`config.mk`:
```
export PLATFORM = sky130hd
export DESIGN_NAME = mem_arbiter
export DESIGN_NICKNAME = d
export VERILOG_FILES = /design/src/rtl/mem_arbiter.sv
export SDC_FILE = /design/constraint.sdc
export NUM_CORES = 1
export LEC_CHECK = 0
export ABC_CLOCK_PERIOD_IN_PS = 1900
export BUFFER_PORTS_ARGS = -buffer_cell sky130_fd_sc_hd__buf_2
export CAP_MARGIN = 20
export CORE_MARGIN = 8
export CORE_UTILIZATION = 28
export CTS_CLUSTER_DIAMETER = 30
export DETAILED_ROUTE_END_ITERATION = 6
export PLACE_DENSITY = 0.88
export SETUP_SLACK_MARGIN = 0.05
export SYNTH_ARGS = -nofsm -noshare
export SYNTH_HDL_FRONTEND = slang
export SYNTH_SLANG_ARGS = --single-unit
```
`constraint.sdc`:
```
create_clock -name clk_i -period 1.9 [get_ports clk_i]
set_input_delay 0.095 -clock clk_i [delete_from_list [all_inputs] [get_ports clk_i]]
set_output_delay 0.095 -clock clk_i [all_outputs]
set_load 0.02 [all_outputs]
```
`src/rtl/mem_arbiter.sv`:
```
// mem_arbiter: shares one 1R1W synchronous memory (registered read, 1-cycle
// latency) between NUM_REQ requesters. One transaction per cycle, round-robin
// grants with bursts bounded by BURST_MAX, read data routed back one-hot.
// Optional macro MEM_ARB_FIXED_PRIO_EN: strict fixed priority (lowest index
// wins); the burst counter and round-robin pointer are then not built.
module mem_arbiter #(
   parameter int NUM_REQ   = 2,
   parameter int WIDTH     = 32,
   parameter int DEPTH     = 1024,
   parameter int BURST_MAX = 2
) (
   input  logic                                 clk_i,
   input  logic                                 rst_ni,
   input  logic [NUM_REQ-1:0]                   req_valid_i,
   output logic [NUM_REQ-1:0]                   req_ready_o,
   input  logic [NUM_REQ-1:0]                   req_we_i,
   input  logic [NUM_REQ*$clog2(DEPTH)-1:0]     req_addr_i,
   input  logic [NUM_REQ*WIDTH-1:0]             req_wdata_i,
   output logic [NUM_REQ-1:0]                   resp_valid_o,
   output logic [WIDTH-1:0]                     resp_data_o,
   output logic                                 mem_read_en_o,
   output logic [$clog2(DEPTH)-1:0]             mem_read_pos_o,
   input  logic [WIDTH-1:0]                     mem_read_data_i,
   output logic                                 mem_write_en_o,
   output logic [$clog2(DEPTH)-1:0]             mem_write_pos_o,
   output logic [WIDTH-1:0]                     mem_write_data_o
);

   localparam int AW = $clog2(DEPTH);
   localparam int IW = $clog2(NUM_REQ);

   logic              grant_valid;
   logic [IW-1:0]     grant_idx;
   logic [NUM_REQ-1:0] resp_pend_q;

`ifndef MEM_ARB_FIXED_PRIO_EN
   localparam int CW = $clog2(BURST_MAX + 1);
   localparam logic [0:0] IDLE  = 1'b0;
   localparam logic [0:0] OWNED = 1'b1;

   logic [0:0]    state_q;
   logic [IW-1:0] owner_q;
   logic [IW-1:0] last_q;
   logic [CW-1:0] burst_q;
   logic          keep;
   logic [IW-1:0] cand;

   // Keep the current owner while its burst budget lasts, otherwise scan
   // upward from the last new grant so the previous owner is checked last.
   always_comb begin
      grant_valid = 1'b0;
      grant_idx   = '0;
      cand        = '0;
      keep        = (state_q == OWNED) && req_valid_i[owner_q] &&
                    (burst_q < CW'(BURST_MAX));
      if (keep) begin
         grant_valid = 1'b1;
         grant_idx   = owner_q;
      end else begin
         for (int d = NUM_REQ; d >= 1; d--) begin
            cand = IW'((int'(last_q) + d) % NUM_REQ);
            if (req_valid_i[cand]) begin
               grant_valid = 1'b1;
               grant_idx   = cand;
            end
         end
      end
   end

   // Track owner, burst length and rotation pointer; a rescan that lands on
   // the same requester starts a fresh burst.
   always_ff @(posedge clk_i or negedge rst_ni) begin
      if (!rst_ni) begin
         state_q <= IDLE;
         owner_q <= '0;
         burst_q <= '0;
         last_q  <= IW'(NUM_REQ - 1);
      end else if (!grant_valid) begin
         state_q <= IDLE;
         burst_q <= '0;
      end else if (keep) begin
         burst_q <= burst_q + CW'(1);
      end else begin
         state_q <= OWNED;
         owner_q <= grant_idx;
         burst_q <= CW'(1);
         last_q  <= grant_idx;
      end
   end
`else
   // Strict priority: the lowest-index valid requester always wins.
   always_comb begin
      grant_valid = 1'b0;
      grant_idx   = '0;
      for (int i = NUM_REQ - 1; i >= 0; i--) begin
         if (req_valid_i[i]) begin
            grant_valid = 1'b1;
            grant_idx   = IW'(i);
         end
      end
   end
`endif

   // Steer the granted requester onto the memory ports; idle fields stay zero.
   always_comb begin
      req_ready_o      = '0;
      mem_read_en_o    = 1'b0;
      mem_read_pos_o   = '0;
      mem_write_en_o   = 1'b0;
      mem_write_pos_o  = '0;
      mem_write_data_o = '0;
      for (int i = 0; i < NUM_REQ; i++) begin
         if (grant_valid && (grant_idx == IW'(i))) begin
            req_ready_o[i] = 1'b1;
            if (req_we_i[i]) begin
               mem_write_en_o   = 1'b1;
               mem_write_pos_o  = req_addr_i[i*AW +: AW];
               mem_write_data_o = req_wdata_i[i*WIDTH +: WIDTH];
            end else begin
               mem_read_en_o  = 1'b1;
               mem_read_pos_o = req_addr_i[i*AW +: AW];
            end
         end
      end
   end

   // Remember who issued this cycle's read so next cycle's data goes back to it.
   always_ff @(posedge clk_i or negedge rst_ni) begin
      if (!rst_ni) begin
         resp_pend_q <= '0;
      end else begin
         resp_pend_q <= req_ready_o & ~req_we_i;
      end
   end

   assign resp_valid_o = resp_pend_q;
   assign resp_data_o  = (|resp_pend_q) ? mem_read_data_i : '0;

endmodule

```
* Word level (Yosys, flattened, before mapping) *
Index checks and enable logic that the tools add are counted.

word-level totals
  output and inout port bits = 90
  register bits = 7
  logic and storage cells = 62
  input bits = 122

operators by class
  bitwise operators = 4
  magnitude comparators = 4
  reductions and logical operators = 6
  multiplexer cells = 39
  add/subtract/negate cells = 3
  equality and inequality tests = 1

operator list
  cell                                                        count
  2-to-1 mux 32 bit                                           5
  2-to-1 mux 10 bit                                           8
  2-to-1 mux 1 bit                                            24
  less-than comparator 1 x 2 -> 1 bit, second input constant  3
  logical AND 1 bit                                           4
  2-to-1 mux 2 bit                                            2
  adder 1 bit, second input constant                          2
  adder 2 x 1 -> 2 bit, second input constant                 1
  bitwise AND 2 bit                                           1
  less-than comparator 2 bit, second input constant           1
  != test 2 bit, second input constant                        1
  NOT 1 bit                                                   2
  NOT 2 bit                                                   1
  AND reduction 2 bit                                         1
  OR reduction 2 bit                                          1

* Logic depth before layout (Yosys ltp) *
Gate-level depths: netlist of run 1.

  depth after elaboration = 11
  depth in mapped cells = 5
  depth with buffers taken out = 3

* Worst setup path after synthesis of run 1 *
OpenSTA, ideal clock, no wires.

  path type = register -> output
  start = register last_q
  end = output mem_write_data_o[6]
  data arrival time = 1,588 ps
  path buffers = 2
  required time = 1,805 ps
  cell stages (with the launch flop) = 6
  setup slack = 217 ps
  cells stage by stage = dfstp_2 -> buf_2 -> nor2b_1 -> a211oi_4 -> buf_6 -> a22o_1

between the ends
  word-level cells in the longest chain between the ends = 11
  elaborated cells on any way between the ends = 18
  those cells by class = add/sub (2); mux (13); bitwise (1); reduce/logical (2)

ends and longest elaborated chain
  what                                                 line  source
  start, declared                                      43    logic [IW-1:0] last_q;
  start signal, assigned                               77    last_q <= IW'(NUM_REQ - 1);
  start signal, assigned                               87    last_q <= grant_idx;
  adder 1 bit                                          61    cand = IW'((int'(last_q) + d) % NUM_REQ);
  2-to-1 mux 1 bit (not written as such) (2 in a row)  62    if (req_valid_i[cand]) begin
  2-to-1 mux 1 bit (2 in a row)                        62
  2-to-1 mux 1 bit                                     56    if (keep) begin
  NOT 1 bit                                            113   if (grant_valid && (grant_idx == IW'(i))) begin
  logical AND 1 bit                                    113
  2-to-1 mux 32 bit                                    113
  2-to-1 mux 32 bit                                    115   if (req_we_i[i]) begin
  2-to-1 mux 32 bit (*)                                113
  end, declared                                        26    output logic [WIDTH-1:0] mem_write_data_o

Mark *: on every way between the ends. The rest lies on a longest branch, timed or not. The select of a mux whose other input is x is not followed.

* Final worst setup path of run 1 *
  start = register state_q
  end = output mem_write_data_o[21]

between the ends
  word-level cells in the longest chain between the ends = 8
  elaborated cells on any way between the ends = 10
  those cells by class = mux (5); bitwise (1); reduce/logical (4)

ends and longest elaborated chain
  what                                line  source
  start, declared                     41    logic [0:0] state_q;
  start signal, assigned              74    state_q <= IDLE;
  start signal, assigned              79    state_q <= IDLE;
  start signal, assigned              84    state_q <= OWNED;
  logical AND 1 bit (*) (2 in a row)  54    keep = (state_q == OWNED) && req_valid_i[owner_q] &&
  2-to-1 mux 1 bit                    56
  NOT 1 bit                           113
  logical AND 1 bit                   113
  2-to-1 mux 32 bit                   113
  2-to-1 mux 32 bit                   115
  2-to-1 mux 32 bit (*)               113

Mark *: on every way between the ends. The rest lies on a longest branch, timed or not.

==> run_results.csv, run 1 <==
group,metric,value,unit
status,status,"finished with violations",
status,failed_checks,"setup timing",
timing,fin_skew,4.42,ps
cells_and_area,stdcell_area,0.00329,mm2
timing,finalWorstSetupSlack,-59.2,ps
pwr,max-vdd-ir-drop,0.336,mV
timing,setup_violations,41,
place,dpl_cell_area,0.00236,mm2
floorplanning,fp.dieH,83.3,um
detailed_routing,routed_wl,10.5,mm
detailed_routing,ant_nets,0,
timing,worstMarginPinSlew,373,ps
detailed_routing,post_drt_wl_per_cell,25.2,um
cts,clock_latency,240,ps
timing,period_needed,1960,ps
detailed_routing,drc,0,
timing,rsz0062_at_grt,"yes",
timing,slew_violations,0,
floorplanning,io_pins,212,
synth,synth_area,0.00127,mm2
detailed_routing,drtPass1Iterations,4,
global_route,grt_max_degree,41,
pwr,netSwitchingFraction,44.7,%
place,gp_congestion,0.887,
cts,cts-root-buf,"clkbuf_8",
setup_path,arrival,1860,ps
synth,synthFlopType,"dfrtp_1",
synth,synth-edff-count,0,
setup_path,worstPathRequired,1800,ps
detailed_routing,vias,2293,
timing,max_slew_margin,75.1,%
synth,synth.distinct_cells,28,
timing,fmax,0.510,GHz
cts,cts_tree,"yes",
cells_and_area,n_fill_cell,282,
global_route,antenna_found_initial,0,
floorplanning,std_cell_rows,24,
synth,ys_seq_elements,7,
synth,syn_inst,138,
place,numPortBuffers,211,
job,cap_violations,0,
global_route,grt_usage,21.1,%
cells_and_area,syn_to_final_growth,160,%
timing,finalHoldViolations,0,
cts,cts.sinks,7,
pwr,p_comb_share,78.0,%
pwr,power_leakage,1.81,nW
synth,synth_nets,260,
synth,yosysWarnings,0,
setup_path,endpoint_kind,"output pin",
floorplanning,start_util,29.1,%
timing,fin_setup_tns,-993,ps
cts,clk_pin_slew_worst_paths,50,ps
cts,numCtsBuffers,3,
cts,cts_max_level,1,
cts,clockBufferDepth,2,
cells_and_area,antenna_cells,0,
setup_path,cp_max_fo,5,
pwr,p_clk_share,11.6,%
setup_path,cp-start-kind,"flop",
synth,async_flop_share,100,%
pwr,p_sw,872,uW
min_path,hold_class,"in -> reg",
place,dp_hpwl,5.75,mm
detailed_routing,drt_iter0_markers,145,
cells_and_area,nNetsFinal,490,
detailed_routing,via_per_inst,5.47,
pwr,power.density,592,mW/mm2
floorplanning,die_w,83.3,um
pwr,power_frac_seq,10.4,%
floorplanning,core_area,0.00435,mm2
floorplanning,dieArea,0.00694,mm2
synth,syn_area_per_cell,9.18,um2
setup_path,critical_path_class,"reg -> out",
cells_and_area,drive_above_1_share,79.8,%
global_route,grt_first_pass_wirelength,12.2,mm
pwr,internal-power,1.08,mW
timing,period_share,103,%
global_route,grt_pass1_vias,2142,
synth,seq_area_frac_synth,13.9,%
global_route,grt_overflow,0,
-- cell usage in the layout, fill, tap and decap left out, types with 3 or more instances in the layout --
cell type,n
a22o_2,6
a21oi_1,3
a22o_4,31
buf_6,58
inv_1,3
buf_4,16
a22o_1,15
buf_2,158
dfrtp_1,6
clkbuf_8,3
clkbuf_16,5
nor2b_1,32
-- cells by family (layout without fill, tap and decap cells) --
family / after synthesis / in the layout / share of synthesized area, %
compound gates: 63 / 63 / 49.8
xor+xnor: 1 / 1 / 0.691
buf+inv: 20 / 249 / 11.9
flops: 7 / 7 / 13.9
mux: 1 / 1 / 0.790
simple gates: 46 / 46 / 22.9
-- cell usage after synthesis, types with 3 or more instances --
cell,number,area (um2)
clkbuf_1,3,11.3
inv_1,3,11.3
buf_2,4,20.0
nor2_1,3,11.3
dfrtp_1,6,150
buf_6,9,101
a22o_1,15,131
a21oi_1,3,15.0
nor2b_1,33,206
a22o_2,37,370
-- area by class of cell --
class	instances	area, um2	area share [%]
clock buffer	4	45.0	1.37
inverter	3	11.3	0.342
multi-input combinational	111	1200	36.4
sequential	7	176	5.36
tap	52	65.1	1.98
timing repair buffer	242	1790	54.5
-- layer usage --
metal	GRT usage [%]	part of all wire (%)	vias up
li1	-	-	991
met1	20.7	35	1102
met2	40.9	54	173
met3	6.64	8.2	27
met4	5.91	3.1	0
met5	0	0	-
-- sequential cells by signal (all words and copies together) (netlist names) --
signal	count
state_q	1
resp_valid_o	2
burst_q	2
owner_q	1
last_q	1
-- power by group through the flow --
stage	Sequential [mW]	Clock [mW]	Combinational [mW]
2_1_floorplan	0.197	0	0.662
3_3_place_gp	0.196	0	1.02
3_5_place_dp	0.199	0	1.03
4_1_cts	0.198	0.216	1.23
5_1_grt	0.204	0.239	1.58
6_report	0.202	0.227	1.52
-- repair_timing --
action	4_1_cts	5_1_grt
resized for setup	82	66
endpoints found under the hold margin	7	0
pin swaps	3	40
gates cloned	2	7
setup endpoints to repair	54	54
hold buffers	1	0
buffers inserted	6	4
-- final timing paths --
check	depth (start not counted)	slack, ps	from	end
max in group asynchronous	2	1440	rst_ni	last_q$_DFFE_PN1P_
setup reg to reg	5	530	owner_q$_DFFE_PN0P_	burst_q[0]$_DFF_PN0_
setup / recovery	7	-60	state_q$_DFFE_PN0P_	mem_write_data_o[21]
min in group asynchronous	2	230	rst_ni	resp_valid_o[0]$_DFF_PN0_
hold / removal	2	220	req_valid_i[0]	last_q$_DFFE_PN1P_
hold reg to reg	1	560	burst_q[0]$_DFF_PN0_	burst_q[1]$_DFF_PN0_
-- critical path: stages (launching register included) --
cell and delay, ps:
dfrtp_1 390, buf_4 140, nand2b_4 100, a311oi_4 350, buf_6 220, clkbuf_16 170
a22o_4 140, buf_6 110
-- through the flow --
step | util [%] | setup slack [ps] | std cells | hold WS, ps | total power, mW
finish | 75.5 | -59.2 | 419 | 220 | 1.95
global placement | 54.3 | 161 | 395 | -70.6 | 1.21
floorplan | - | 217 | 138 | -201 | 0.859
CTS | 64.6 | 5.34 | 408 | 186 | 1.64
detailed placement | 54.3 | 116 | 395 | -66.8 | 1.23
global route | 75.5 | -82.3 | 419 | 228 | 2.02
(Power assumes the default switching activity.)
==> inputs of run 2 (changes only) <==
- CORE_ASPECT_RATIO: default -> 1.1
- CTS_CLUSTER_SIZE: default -> 30
==> run 2 against run 1 <==
The run now ends clean. Final cell count decreased by 3.1%. Highest routed layer unchanged. Largest cell class unchanged. Routed wire length fell by 19%. Sequential power shrank 3%. Die area about the same. Register-to-register slack gained 60 ps.
==> run_results.csv, run 2 (synthesized netlist as in run 1, its figures left out) <==
group,metric,value,unit
detailed_routing,routed_wl,8.56,mm
floorplanning,io_pins,212,
cts,numCtsBuffers,3,
cts,cts_max_level,1,
place,place.detailed.instances,393,
pwr,power_frac_seq,11.4,%
cts,cts_tree,"yes",
timing,period_needed,1880,ps
floorplanning,die_w,80.2,um
timing,finalHoldViolations,0,
global_route,grt_overflow,0,
floorplanning,fp.dieH,86.6,um
timing,fin_setup_tns,0,ps
timing,slew_violations,0,
timing,worstMarginPinSlew,447,ps
cells_and_area,antenna_cells,0,
floorplanning,dieArea,0.00694,mm2
cts,clk_pin_slew_worst_paths,40,ps
place,dp_hpwl,6.10,mm
timing,period_share,98.9,%
min_path,hold_class,"in -> reg",
pwr,netSwitchingFraction,43.8,%
floorplanning,std_cell_rows,25,
cells_and_area,syn_to_final_growth,130,%
detailed_routing,drtPass1Iterations,5,
timing,rsz0062_at_grt,"yes",
global_route,grt_first_pass_wirelength,11.8,mm
cts,clock_latency,230,ps
status,status,"complete, no violations",
detailed_routing,drt_iter0_markers,128,
setup_path,cp_max_fo,12,
pwr,p_sw,748,uW
cells_and_area,final_core_util,67.5,%
global_route,antenna_found_initial,0,
pwr,power,1.71,mW
pwr,p_comb_share,76.4,%
timing,fin_skew,2.72,ps
cells_and_area,stdcell_count,406,
cells_and_area,nNetsFinal,475,
setup_path,cp-start-kind,"flop",
pwr,internal-power,960,uW
cells_and_area,drive_above_1_share,78.4,%
floorplanning,core_area,0.00432,mm2
timing,setup_violations,0,
cts,cts-root-buf,"clkbuf_8",
timing,fmax,0.532,GHz
cts,cts.sinks,7,
global_route,grt_pass1_vias,2135,
setup_path,worstPathRequired,1800,ps
pwr,power.density,586,mW/mm2
setup_path,endpoint_kind,"output pin",
pwr,power_leakage,1.59,nW
setup_path,critical_path_class,"reg -> out",
detailed_routing,via_per_inst,5.06,
job,cap_violations,0,
timing,max_slew_margin,70.2,%
setup_path,arrival,1780,ps
detailed_routing,drc,0,
global_route,grt_usage,21.6,%
detailed_routing,post_drt_wl_per_cell,21.1,um
pwr,p_clk_share,12.2,%
detailed_routing,ant_nets,0,
cells_and_area,layout_commonest_cell,"buf_2",
cells_and_area,final_cell_mix,"buf_2, buf_6, nor2b_1, a22o_2, a22o_1",
global_route,grt_max_degree,44,
pwr,max-vdd-ir-drop,0.280,mV
cts,clockBufferDepth,2,
place,numPortBuffers,211,
floorplanning,start_util,29.4,%
detailed_routing,vias,2054,
setup_path,reg2reg_setup_slack,590,ps
place,gp_congestion,0.869,
==> run 2: cell types whose count changed in the layout (fill, tap and decap cells not counted) <==
cell       delta
a22o_2       +25
or2_2         +1
a22o_4       -25
buf_2         -1
nor2b_1       +1
buf_4        -10
nor2_2        -1
clkbuf_16     -3
nor2b_2       -1
buf_16        -1
or2_4         -1
nor2_1        +1
==> run 2: routing by layer <==
metal / track usage, % / up-vias / share of wire, %
met2: 40.8 / 111 / 56
met1: 21.7 / 970 / 34
met3: 5.90 / 16 / 7.6
met4: 7.78 / 0 / 2.5
met5: 0 / - / 0
li1: - / 957 / -
==> run 2: per-stage QoR <==
step | instance area [um2] | setup slack, ps | hold slack [ps]
3_3_place_gp | 2330 | 167 | -70.4
4_1_cts | 2780 | 29.8 | 188
3_5_place_dp | 2330 | 104 | -62.3
5_1_grt | 2910 | -27.1 | 213
6_report | 2910 | 20.1 | 217
2_1_floorplan | 1270 | 217 | -201
==> run 2: layout make-up <==
| cell class | instances | area (um2) |
|---|---|---|
| timing repair buffer | 227 | 1610 |
| fill | 332 | 1400 |
| multi-input combinational | 111 | 1000 |
| sequential | 7 | 176 |
| tap | 54 | 67.6 |
| clock buffer | 4 | 45.0 |
| inverter | 3 | 11.3 |
==> run 2: worst max-delay path, stage by stage, from the launching register on <==
cell	delay (ps)
dfrtp_1	410
and4b_2	270
a2111oi_4	340
buf_6	210
a22o_1	190
buf_6	130
==> run 2: worst paths after layout <==
kind                                 startpoint                        end  cells after the start
max                         state_q$_DFFE_PN0P_          mem_read_pos_o[9]                      5
min                              req_valid_i[0]         last_q$_DFFE_PN1P_                      2
max reg2reg                 state_q$_DFFE_PN0P_  resp_valid_o[0]$_DFF_PN0_                      3
min reg2reg                burst_q[0]$_DFF_PN0_       burst_q[1]$_DFF_PN0_                      1
max in group asynchronous                rst_ni         last_q$_DFFE_PN1P_                      2
min in group asynchronous                rst_ni        owner_q$_DFFE_PN0P_                      2
==> run 2: power groups by stage <==
| stage | Combinational [mW] | Sequential, mW | Clock, mW |
|---|---|---|---|
| after global placement | 1.01 | 0.197 | 0 |
| after global routing | 1.37 | 0.198 | 0.226 |
| after CTS | 1.24 | 0.194 | 0.211 |
| after floorplan | 0.662 | 0.197 | 0 |
| final | 1.31 | 0.196 | 0.208 |
| after detailed placement | 1.03 | 0.198 | 0 |
==> run 2: repair_timing <==
action	4_1_cts	5_1_grt
hold buffers	1	0
endpoints found under the hold margin	7	0
gates cloned	1	3
gates resized for setup	106	16
setup endpoints to repair	54	54
setup buffers	4	0
pin swaps	4	11
==> inputs of run 3 (changes only) <==
- CORE_AREA: default -> 2 2 81 83
- CORE_ASPECT_RATIO: 1.1 -> default
- CORE_MARGIN: 8 -> default
- CORE_UTILIZATION: 28 -> default
- DIE_AREA: default -> 0 0 83 85
- PLACE_DENSITY: 0.88 -> 0.69
==> run 3 against run 2 <==
Sequential share of layout area is 0.81 points lower. Maximum frequency hardly changed. Utilization down 13 points. Highest routed layer unchanged.
==> run_results.csv, run 3 (synthesized netlist as in run 1, its figures left out) <==
group,metric,value,unit
cells_and_area,n_fill_cell,561,
cells_and_area,register_area,176,um2
status,status,"complete, no violations",
min_path,min_to,"last_q$_DFFE_PN1P_",
global_route,grt_max_degree,34,
floorplanning,dieArea,0.00706,mm2
timing,finalHoldViolations,0,
place,numPortBuffers,211,
detailed_routing,via_per_inst,4.65,
detailed_routing,drt_iter0_markers,50,
floorplanning,core_area,0.00620,mm2
detailed_routing,post_drt_wl_per_cell,16.6,um
cells_and_area,nNetsFinal,490,
cells_and_area,final_cell_mix,"buf_2, buf_6, a22o_4, nor2b_1, a22o_1",
floorplanning,start_util,20.4,%
timing,worstMarginPinSlew,343,ps
detailed_routing,vias,2063,
place,dp_hpwl,4.57,mm
cts,clockBufferDepth,2,
pwr,power.density,556,mW/mm2
timing,hold_ws,193,ps
global_route,grt_pass1_vias,2035,
cts,clk_pin_slew_worst_paths,40,ps
cells_and_area,syn_to_final_growth,166,%
cells_and_area,final_core_util,54.2,%
place,gp_congestion,0.792,
job,cap_violations,0,
setup_path,worstPathRequired,1800,ps
floorplanning,std_cell_rows,29,
setup_path,reg2reg_setup_slack,380,ps
floorplanning,io_pins,212,
cells_and_area,multi_input_area,0.00124,mm2
setup_path,endpoint_kind,"output pin",
timing,rsz0062_at_grt,"yes",
detailed_routing,drtPass1Iterations,4,
floorplanning,fp.dieH,85,um
global_route,grt_first_pass_wirelength,9.94,mm
cts,clock_latency,230,ps
setup_path,cp_max_fo,7,
cells_and_area,layout_commonest_cell,"buf_2",
pwr,power,1.87,mW
setup_path,r2r_cells,5,
cells_and_area,antenna_cells,0,
setup_path,timing.rr.end,"resp_valid_o[0]$_DFF_PN0_",
pwr,max-vdd-ir-drop,0.236,mV
pwr,power_leakage,1.84,nW
setup_path,cp-start-kind,"flop",
timing,period_share,99.0,%
timing,slew_violations,0,
timing,period_needed,1880,ps
min_path,hold_path_depth,2,
cts,cts-root-buf,"clkbuf_8",
global_route,antenna_found_initial,0,
setup_path,critical_path_class,"reg -> out",
min_path,hold_class,"in -> reg",
detailed_routing,ant_nets,0,
timing,max_slew_margin,77.2,%
cells_and_area,drive_above_1_share,79.8,%
floorplanning,die_w,83,um
global_route,grt_usage,16.6,%
cts,cts_max_level,1,
setup_path,reg2reg_from,"last_q$_DFFE_PN1P_",
setup_path,arrival,1790,ps
timing,fin_skew,5.95,ps
detailed_routing,drc,0,
detailed_routing,routed_wl,7.36,mm
global_route,grt_overflow,0,
cts,cts.sinks,7,
min_path,hold_start,"req_valid_i[0]",
timing,fmax,0.532,GHz
timing,setup_violations,0,
cts,cts_tree,"yes",
timing,fin_setup_tns,0,ps
cts,numCtsBuffers,3,
[run 3: cell types whose count changed in the layout (fill, tap and decap cells not counted), moves of 3 or more]
cell,before,now
buf_6,58,62
clkbuf_16,2,5
a22o_2,31,1
a22o_4,6,36
buf_4,6,11
[run 3: layout make-up]
cell class              instances  area share [%]
flip-flops and latches          7            5.24
repair buffers                242            53.4
multi-input cells             111            36.8
well taps                      77            2.86
inverters                       3           0.335
clock buffers                   3            1.23
clock inverters                 1           0.149
[run 3: repair_timing]
item	CTS	global route
pin swaps	17	28
gates resized for setup	108	52
hold endpoints to repair	7	0
setup buffers	5	4
hold buffers	1	0
endpoints found under the setup margin	54	54
cloned	1	10
[run 3: through the flow]
| stage | worst slack, ps | instances | area, um2 |
|---|---|---|---|
| after CTS | 12.0 | 430 | 2930 |
| final | 19.2 | 444 | 3370 |
| after detailed placement | 124 | 419 | 2390 |
| after global routing | -28.3 | 444 | 3370 |
| after global placement | 158 | 419 | 2390 |
| after floorplan | 217 | 138 | 1270 |
[run 3: critical path: stages, from the launching register on]
cell and delay (ps):
dfstp_2 550, buf_4 170, a311oi_4 110, buf_6 180, clkbuf_16 160, a22o_4 250
buf_6 130
[run 3: worst max-delay path by stage]
stage | cells after the start | slack [ps] | from | to
4_1_cts | 6 | 10 | owner_q$_DFFE_PN0P_ | mem_write_data_o[4]
6_report | 6 | 20 | last_q$_DFFE_PN1P_ | mem_write_data_o[23]
2_1_floorplan | 5 | 220 | last_q$_DFFE_PN1P_ | mem_write_data_o[6]
5_1_grt | 5 | -30 | last_q$_DFFE_PN1P_ | mem_read_pos_o[5]
3_5_place_dp | 5 | 120 | burst_q[1]$_DFF_PN0_ | mem_write_data_o[4]
3_3_place_gp | 5 | 160 | burst_q[1]$_DFF_PN0_ | mem_write_data_o[2]
[run 3: per-layer routing]
layer / vias to the layer above / GRT usage [%] / part of all wire (%)
met5: - / 0 / 0
met4: 0 / 3.28 / 0.49
met3: 4 / 3.60 / 5.6
met2: 96 / 32.1 / 55
met1: 972 / 18.8 / 39
li1: 991 / - / -
[run 3: where the power goes]
group / internal, mW / switching (mW)
Sequential: 0.181 / 0.0189
Clock: 0.142 / 0.0703
Combinational: 0.749 / 0.708
Total: 1.07 / 0.797
